`config.mk`:
```
export PLATFORM = sky130hd
export DESIGN_NAME = fir_stream_ctrl
export DESIGN_NICKNAME = d
export VERILOG_FILES = /design/src/rtl/fir_stream_ctrl.sv
export SDC_FILE = /design/constraint.sdc
export NUM_CORES = 1
export LEC_CHECK = 0
export ABC_AREA = 1
export CAP_MARGIN = 20
export CORE_MARGIN = 4
export CORE_UTILIZATION = 40
export CTS_CLUSTER_SIZE = 30
export DETAILED_ROUTE_END_ITERATION = 10
export DONT_BUFFER_PORTS = 1
export GPL_TIMING_DRIVEN = 0
export PLACE_DENSITY = 0.57
export SLEW_MARGIN = 20
export SYNTH_ARGS = -nofsm -noshare
export SYNTH_HDL_FRONTEND = slang
export SYNTH_SLANG_ARGS = --single-unit
```
`constraint.sdc`:
```
create_clock -name pClk -period 4.2 [get_ports pClk]
set_clock_uncertainty 0.05 [all_clocks]
set_input_delay 0.63 -clock pClk [delete_from_list [all_inputs] [get_ports pClk]]
set_output_delay 0.63 -clock pClk [all_outputs]
set_load 0.01 [all_outputs]
```
`src/rtl/fir_stream_ctrl.sv`:
```
// Sequencing controller for a symmetric FIR: clear, warm-up discard, decimation and credit-limited output buffering.
// Build option FIR_WARMUP_PASS_EN: forward warm-up results (tagged out_warm=1) instead of dropping them.
module fir_stream_ctrl #(
  parameter int DW         = 16,
  parameter int TAPS       = 21,
  parameter int PIPE_LAT   = 4,
  parameter int DECIM      = 1,
  parameter int OBUF_DEPTH = 4
) (
  input  logic          pClk,
  input  logic          pRst,
  input  logic          flush,
  input  logic          in_valid,
  input  logic [DW-1:0] in_data,
  output logic          in_ready,
  output logic          fir_ce,
  output logic [DW-1:0] fir_din,
  output logic          fir_clr,
  input  logic [DW-1:0] fir_dout,
  output logic          out_valid,
  output logic [DW-1:0] out_data,
  input  logic          out_ready,
  output logic          out_warm,
  output logic          busy
);

  localparam logic [1:0] ST_CLEAR = 2'd0;
  localparam logic [1:0] ST_WARM  = 2'd1;
  localparam logic [1:0] ST_RUN   = 2'd2;

  localparam int CLR_W  = $clog2(PIPE_LAT + 2);
  localparam int WARM_W = $clog2(TAPS + 1);
  localparam int PTR_W  = $clog2(OBUF_DEPTH);
  localparam int CNT_W  = PTR_W + 1;
  localparam int CR_W   = $clog2(OBUF_DEPTH + PIPE_LAT + 3) + 1;

`ifdef FIR_WARMUP_PASS_EN
  localparam logic WARM_PASS = 1'b1;
`else
  localparam logic WARM_PASS = 1'b0;
`endif

  logic [1:0]          state_q, state_d;
  logic [CLR_W-1:0]    clr_cnt_q, clr_cnt_d;
  logic [WARM_W-1:0]   warm_cnt_q, warm_cnt_d;
  logic [7:0]          dec_cnt_q, dec_cnt_d;

  logic                fir_ce_q;
  logic [DW-1:0]       fir_din_q;
  logic                ce_keep_q;
  logic [PIPE_LAT-1:0] pipe_ce_q;
  logic [PIPE_LAT-1:0] pipe_keep_q;

  logic [DW-1:0]       buf_mem_q [OBUF_DEPTH];
  logic [PTR_W-1:0]    wr_ptr_q;
  logic [PTR_W-1:0]    rd_ptr_q;
  logic [CNT_W-1:0]    buf_cnt_q;

  logic                active;
  logic                next_keep;
  logic                credit_ok;
  logic                accept;
  logic                push;
  logic                pop;
  logic [CR_W-1:0]     inflight_kept;

  assign active    = (state_q == ST_WARM) || (state_q == ST_RUN);
  assign next_keep = (state_q == ST_RUN) ? (dec_cnt_q == 8'd0)
                                         : ((state_q == ST_WARM) && WARM_PASS);

  // Every kept sample still travelling toward the buffer holds a slot.
  always_comb begin
    inflight_kept = CR_W'(fir_ce_q & ce_keep_q);
    for (int i = 0; i < PIPE_LAT; i++) begin
      inflight_kept = inflight_kept + CR_W'(pipe_ce_q[i] & pipe_keep_q[i]);
    end
  end

  assign credit_ok = (inflight_kept + CR_W'(buf_cnt_q) + CR_W'(next_keep)) <= CR_W'(OBUF_DEPTH);
  assign in_ready  = active && credit_ok && !flush && !pRst;
  assign accept    = in_valid && in_ready;

  assign push      = pipe_ce_q[PIPE_LAT-1] && pipe_keep_q[PIPE_LAT-1];
  assign out_valid = (buf_cnt_q != '0);
  assign pop       = out_valid && out_ready;

  assign fir_ce    = fir_ce_q;
  assign fir_din   = fir_din_q;
  assign fir_clr   = pRst || (state_q == ST_CLEAR);
  assign out_data  = out_valid ? buf_mem_q[rd_ptr_q] : '0;
  assign busy      = (state_q != ST_RUN) || fir_ce_q || (|pipe_ce_q) || out_valid;

  always_comb begin
    state_d    = state_q;
    clr_cnt_d  = clr_cnt_q;
    warm_cnt_d = warm_cnt_q;
    dec_cnt_d  = dec_cnt_q;
    if (flush) begin
      state_d    = ST_CLEAR;
      clr_cnt_d  = '0;
      warm_cnt_d = '0;
      dec_cnt_d  = '0;
    end else begin
      case (state_q)
        ST_CLEAR: begin
          if (clr_cnt_q == CLR_W'(PIPE_LAT)) begin
            state_d   = ST_WARM;
            clr_cnt_d = '0;
          end else begin
            clr_cnt_d = clr_cnt_q + 1'b1;
          end
        end
        ST_WARM: begin
          if (accept) begin
            if (warm_cnt_q == WARM_W'(TAPS - 2)) begin
              state_d    = ST_RUN;
              warm_cnt_d = '0;
            end else begin
              warm_cnt_d = warm_cnt_q + 1'b1;
            end
          end
        end
        ST_RUN: begin
          if (accept) begin
            dec_cnt_d = (dec_cnt_q == 8'(DECIM - 1)) ? 8'd0 : dec_cnt_q + 8'd1;
          end
        end
        default: state_d = ST_CLEAR;
      endcase
    end
  end

  always_ff @(posedge pClk) begin
    if (pRst) begin
      state_q    <= ST_CLEAR;
      clr_cnt_q  <= '0;
      warm_cnt_q <= '0;
      dec_cnt_q  <= '0;
    end else begin
      state_q    <= state_d;
      clr_cnt_q  <= clr_cnt_d;
      warm_cnt_q <= warm_cnt_d;
      dec_cnt_q  <= dec_cnt_d;
    end
  end

  always_ff @(posedge pClk) begin
    if (pRst) begin
      fir_din_q <= '0;
    end else if (accept) begin
      fir_din_q <= in_data;
    end
  end

  // The ce stage plus PIPE_LAT tag stages line up with the filter's result latency.
  always_ff @(posedge pClk) begin
    if (pRst || flush) begin
      fir_ce_q    <= 1'b0;
      ce_keep_q   <= 1'b0;
      pipe_ce_q   <= '0;
      pipe_keep_q <= '0;
    end else begin
      fir_ce_q       <= accept;
      ce_keep_q      <= accept && next_keep;
      pipe_ce_q[0]   <= fir_ce_q;
      pipe_keep_q[0] <= ce_keep_q;
      for (int i = 1; i < PIPE_LAT; i++) begin
        pipe_ce_q[i]   <= pipe_ce_q[i-1];
        pipe_keep_q[i] <= pipe_keep_q[i-1];
      end
    end
  end

  always_ff @(posedge pClk) begin
    if (push) begin
      buf_mem_q[wr_ptr_q] <= fir_dout;
    end
  end

  always_ff @(posedge pClk) begin
    if (pRst || flush) begin
      wr_ptr_q  <= '0;
      rd_ptr_q  <= '0;
      buf_cnt_q <= '0;
    end else begin
      if (push) begin
        wr_ptr_q <= wr_ptr_q + 1'b1;
      end
      if (pop) begin
        rd_ptr_q <= rd_ptr_q + 1'b1;
      end
      buf_cnt_q <= buf_cnt_q + CNT_W'(push) - CNT_W'(pop);
    end
  end

`ifdef FIR_WARMUP_PASS_EN
  logic                ce_warm_q;
  logic [PIPE_LAT-1:0] pipe_warm_q;
  logic                buf_warm_q [OBUF_DEPTH];

  always_ff @(posedge pClk) begin
    if (pRst || flush) begin
      ce_warm_q   <= 1'b0;
      pipe_warm_q <= '0;
    end else begin
      ce_warm_q      <= accept && (state_q == ST_WARM);
      pipe_warm_q[0] <= ce_warm_q;
      for (int i = 1; i < PIPE_LAT; i++) begin
        pipe_warm_q[i] <= pipe_warm_q[i-1];
      end
    end
  end

  always_ff @(posedge pClk) begin
    if (push) begin
      buf_warm_q[wr_ptr_q] <= pipe_warm_q[PIPE_LAT-1];
    end
  end

  assign out_warm = out_valid && buf_warm_q[rd_ptr_q];
`else
  assign out_warm = 1'b0;
`endif

endmodule

```
==> impl_metrics.toml <==
[outcome]
status = "completed"

[global_routing]
grt_pass1_wl_um = 17800
antenna_found_initial = 0
use_met2_pct = 26.6
grt_busiest_layer = "met2"
use_met3_pct = 5.10
grt_util_all_layers_pct = 15.9
use_met1_pct = 18.7
grt_pass1_vias = 3622
grt-ovfl-total = 0
grt_max_degree = 17

[finish]
syn_to_final_growth_pct = 18.7
n_antenna_cell = 0
drive_gt1_share_pct = 13.9
post-route-cell-area_um2 = 5980
final_nets = 607

[power_and_ir_drop]
seqPwrFrac_pct = 46.0
ir_drop_mv = 0.289
pwr-share-comb_pct = 0.7
p_int_uw = 2080
power_density_nw_per_um2 = 438
p_sw_share_pct = 20.6
p_clk_share_pct = 53.3
switchingPower_uw = 541
p_leak_uw = 0.00219

[route]
antenna_left = 0
vias = 3586
firstDrtPassIters = 4
avgRoutedWirePerCell_um = 14.8
viasPerCell = 4.92
drc = 0
drt-total-wl_um = 10800
drtIter0Drc = 251

[worst_hold_path]
hold_path_class = "input pin to flip-flop"

[yosys]
synth-edff-count = 64
synth_compound_area_share_pct = 9.68
yosysMostFrequentCell = "nor2_1"
postSynthCellCount = 521
yosys.area.top_type_share_pct = 38.1
yosysTopAreaCell = "edfxtp_1"
netlist_top_cells_area = "edfxtp_1 (38%), dfxtp_1 (21%), nor2_1 (6.6%), nand2_1 (5.7%), a21oi_1 (5.4%)"
synth_top_family_by_area = "simple AND/OR/NAND/NOR gates"
ys_types = 34
synth_xor_area_share_pct = 1.04
syn-mean-instance-area_um2 = 9.67
syn-num-nets = 580
synthTopCellsByCount = "nor2_1 (88), nand2_1 (76), edfxtp_1 (64), inv_1 (57), a21oi_1 (54)"
async_flop_share_pct = 0
synth_fa_ha_area_share_pct = 6.21
syn_area_um2 = 5040
ys_seq_elements = 117
synthMuxAreaShare_pct = 0
synth_flop_cell = "edfxtp_1"
synth_simple_gate_area_share_pct = 17.2
synth_warnings = 0
yosysSeqAreaShare_pct = 59.2

[worst_setup_path]
crit_fanout = 3
cp.arrival_ns = 3.35
critPathLaunchType = "flip-flop"
critPathRequiredTime_ns = 3.52
crit_path_end_kind = "output pin"
crit_type = "flip-flop to output pin"

[placement]
place_congestion = 0.787
place_ws_ns = 0.115
hpwl_um = 7130
io_buffers = 0
place_area_um2 = 5320

[timing]
max_freq_mhz = 248
max_slew.worst_pin.slew_ns = 0.809
slew_viol_final = 0
setup_violations = 0
final.setup.worst_slack_ns = 0.167
grt_setup_unrepaired = "yes"
finalCritPeriodShare_pct = 96.0
slew_headroom_pct = 45.8
fin_crit_ns = 4.03
finalHoldViolCount = 0

[clock_tree]
cts.path.max_buffers = 2
cts.clk_slew.worst_paths_ns = 0.06
h-tree-depth = 4
numCtsBuffers = 17
cts_root_buf = "clkbuf_16"
cts_tree = "done"
clock_latency_ns = 0.41
clock_sinks = 117

[run]
drv_cap = 0

[die]
ioPinCount = 75
dieArea_um2 = 14500
die_x_um = 120
die_h_um = 120
core_um2 = 12200
start_util_pct = 41.4
row_count = 40
-- worst max-delay path: stages (launching register included) --
cell     delay (ns)
dfxtp_4        0.36
inv_4          0.06
ha_4           0.12
nand2_2        0.05
nor2_2         0.11
inv_2          0.06
nor2_4         0.11
fa_1           0.44
fa_1           0.50
fa_2           0.37
inv_2          0.06
fa_1           0.40
nand2_1        0.09
nand3_2        0.08
nand3_2        0.07
inv_2          0.05
-- cells in the final DEF (no fill, tap or decap), types with 2 or more instances in the layout --
master      synthesis  layout
dfxtp_4             0       2
buf_8               0       3
nor2_4              2       3
xnor2_1             2       2
nor2_2              0       5
a21oi_1            54      54
nand3_1            15      13
inv_4               1       3
fa_1                5       4
o21ai_0            39      39
clkbuf_16           0      17
nand3_2             1       3
nand2_1            76      75
clkinvlp_4          0       6
clkinv_4            0       4
dfxtp_1            53      50
bufinv_16           0       2
nor3_1              4       4
inv_1              57      51
buf_4               2       7
nand3b_1            2       2
nand2_2             1       2
buf_6               3       4
nor2_1             88      82
clkbuf_1           14      13
nand4_1             4       4
xor2_1              4       4
ha_1               17      16
inv_2               2       6
edfxtp_1           64      64
-- timing repair --
action                                  CTS  global route
pin swaps                                 3             9
hold buffers                              0             0
hold endpoints to repair                  0             0
endpoints found under the setup margin    1             1
setup buffers                             1             4
resized for setup                         9            13
-- power by group through the flow --
stage	Sequential [µW]	Combinational (µW)	Clock [µW]
after global placement	1230	17.5	0
after CTS	1210	17.8	1420
after detailed placement	1230	17.8	0
after floorplan	1230	13.7	0
final	1210	17.6	1400
after global routing	1210	20.4	1490
-- final cells by class --
class / count / area, µm²
fill: 1157 / 6180
buffer: 19 / 103
timing repair buffer: 9 / 93.8
clock inverter: 15 / 158
inverter: 60 / 233
multi-input combinational: 324 / 1770
clock buffer: 17 / 425
sequential: 117 / 2990
tap: 168 / 210
-- layer usage --
| metal | share of wire [%] | wire (µm) |
|---|---|---|
| met1 | 42 | 4550 |
| met2 | 49 | 5290 |
| met3 | 6.7 | 720 |
| met4 | 1.8 | 193 |
| met5 | 0 | 0 |
-- metrics by stage --
stage | total power [µW] | instances | utilization, % | hold slack (ns) | setup TNS [ns]
after floorplan | 1250 | 521 | - | 0.359 | 0
after global placement | 1250 | 689 | 43.2 | 0.367 | 0
after detailed placement | 1250 | 693 | 43.7 | 0.366 | 0
after CTS | 2650 | 725 | 48.7 | 0.246 | 0
after global routing | 2710 | 729 | 49.2 | 0.239 | -0.0129
final | 2620 | 729 | 49.2 | 0.263 | 0
-- cells by family after synthesis --
family,Yosys count
and+or+nand+nor,199
xor gates and xnor gates,6
other,1
adders and majority gates,22
buffers and inverters,80
DFF,117
AOI/OAI and AO/OA,96
-- worst paths after layout --
kind | slack [ns] | to | cells after the start | from
worst max-delay path | 0.17 | in_ready | 15 | dec_cnt_q[1]$_SDFFE_PP0P_
worst min-delay path | 0.26 | buf_mem_q[3][8]$_DFFE_PP_ | 0 | fir_dout[8]
worst max register to register | 0.45 | warm_cnt_q[0]$_SDFFE_PP0P_ | 19 | dec_cnt_q[1]$_SDFFE_PP0P_
worst min register to register | 0.38 | pipe_keep_q[2]$_SDFF_PP0_ | 2 | pipe_keep_q[1]$_SDFF_PP0_
-- registers in the layout (all words and copies together), names as in the netlist, named ones only --
| register | cells |
|---|---|
| buf_mem_q | 64 |
| fir_din | 16 |
| dec_cnt_q | 8 |
| warm_cnt_q | 5 |
| pipe_ce_q | 4 |
| pipe_keep_q | 4 |
| buf_cnt_q | 3 |
| clr_cnt_q | 3 |
| rd_ptr_q | 2 |
| state_q | 2 |
| wr_ptr_q | 2 |
| ce_keep_q | 1 |
| fir_ce | 1 |
Note: power is estimated with default switching activity, not from simulation.
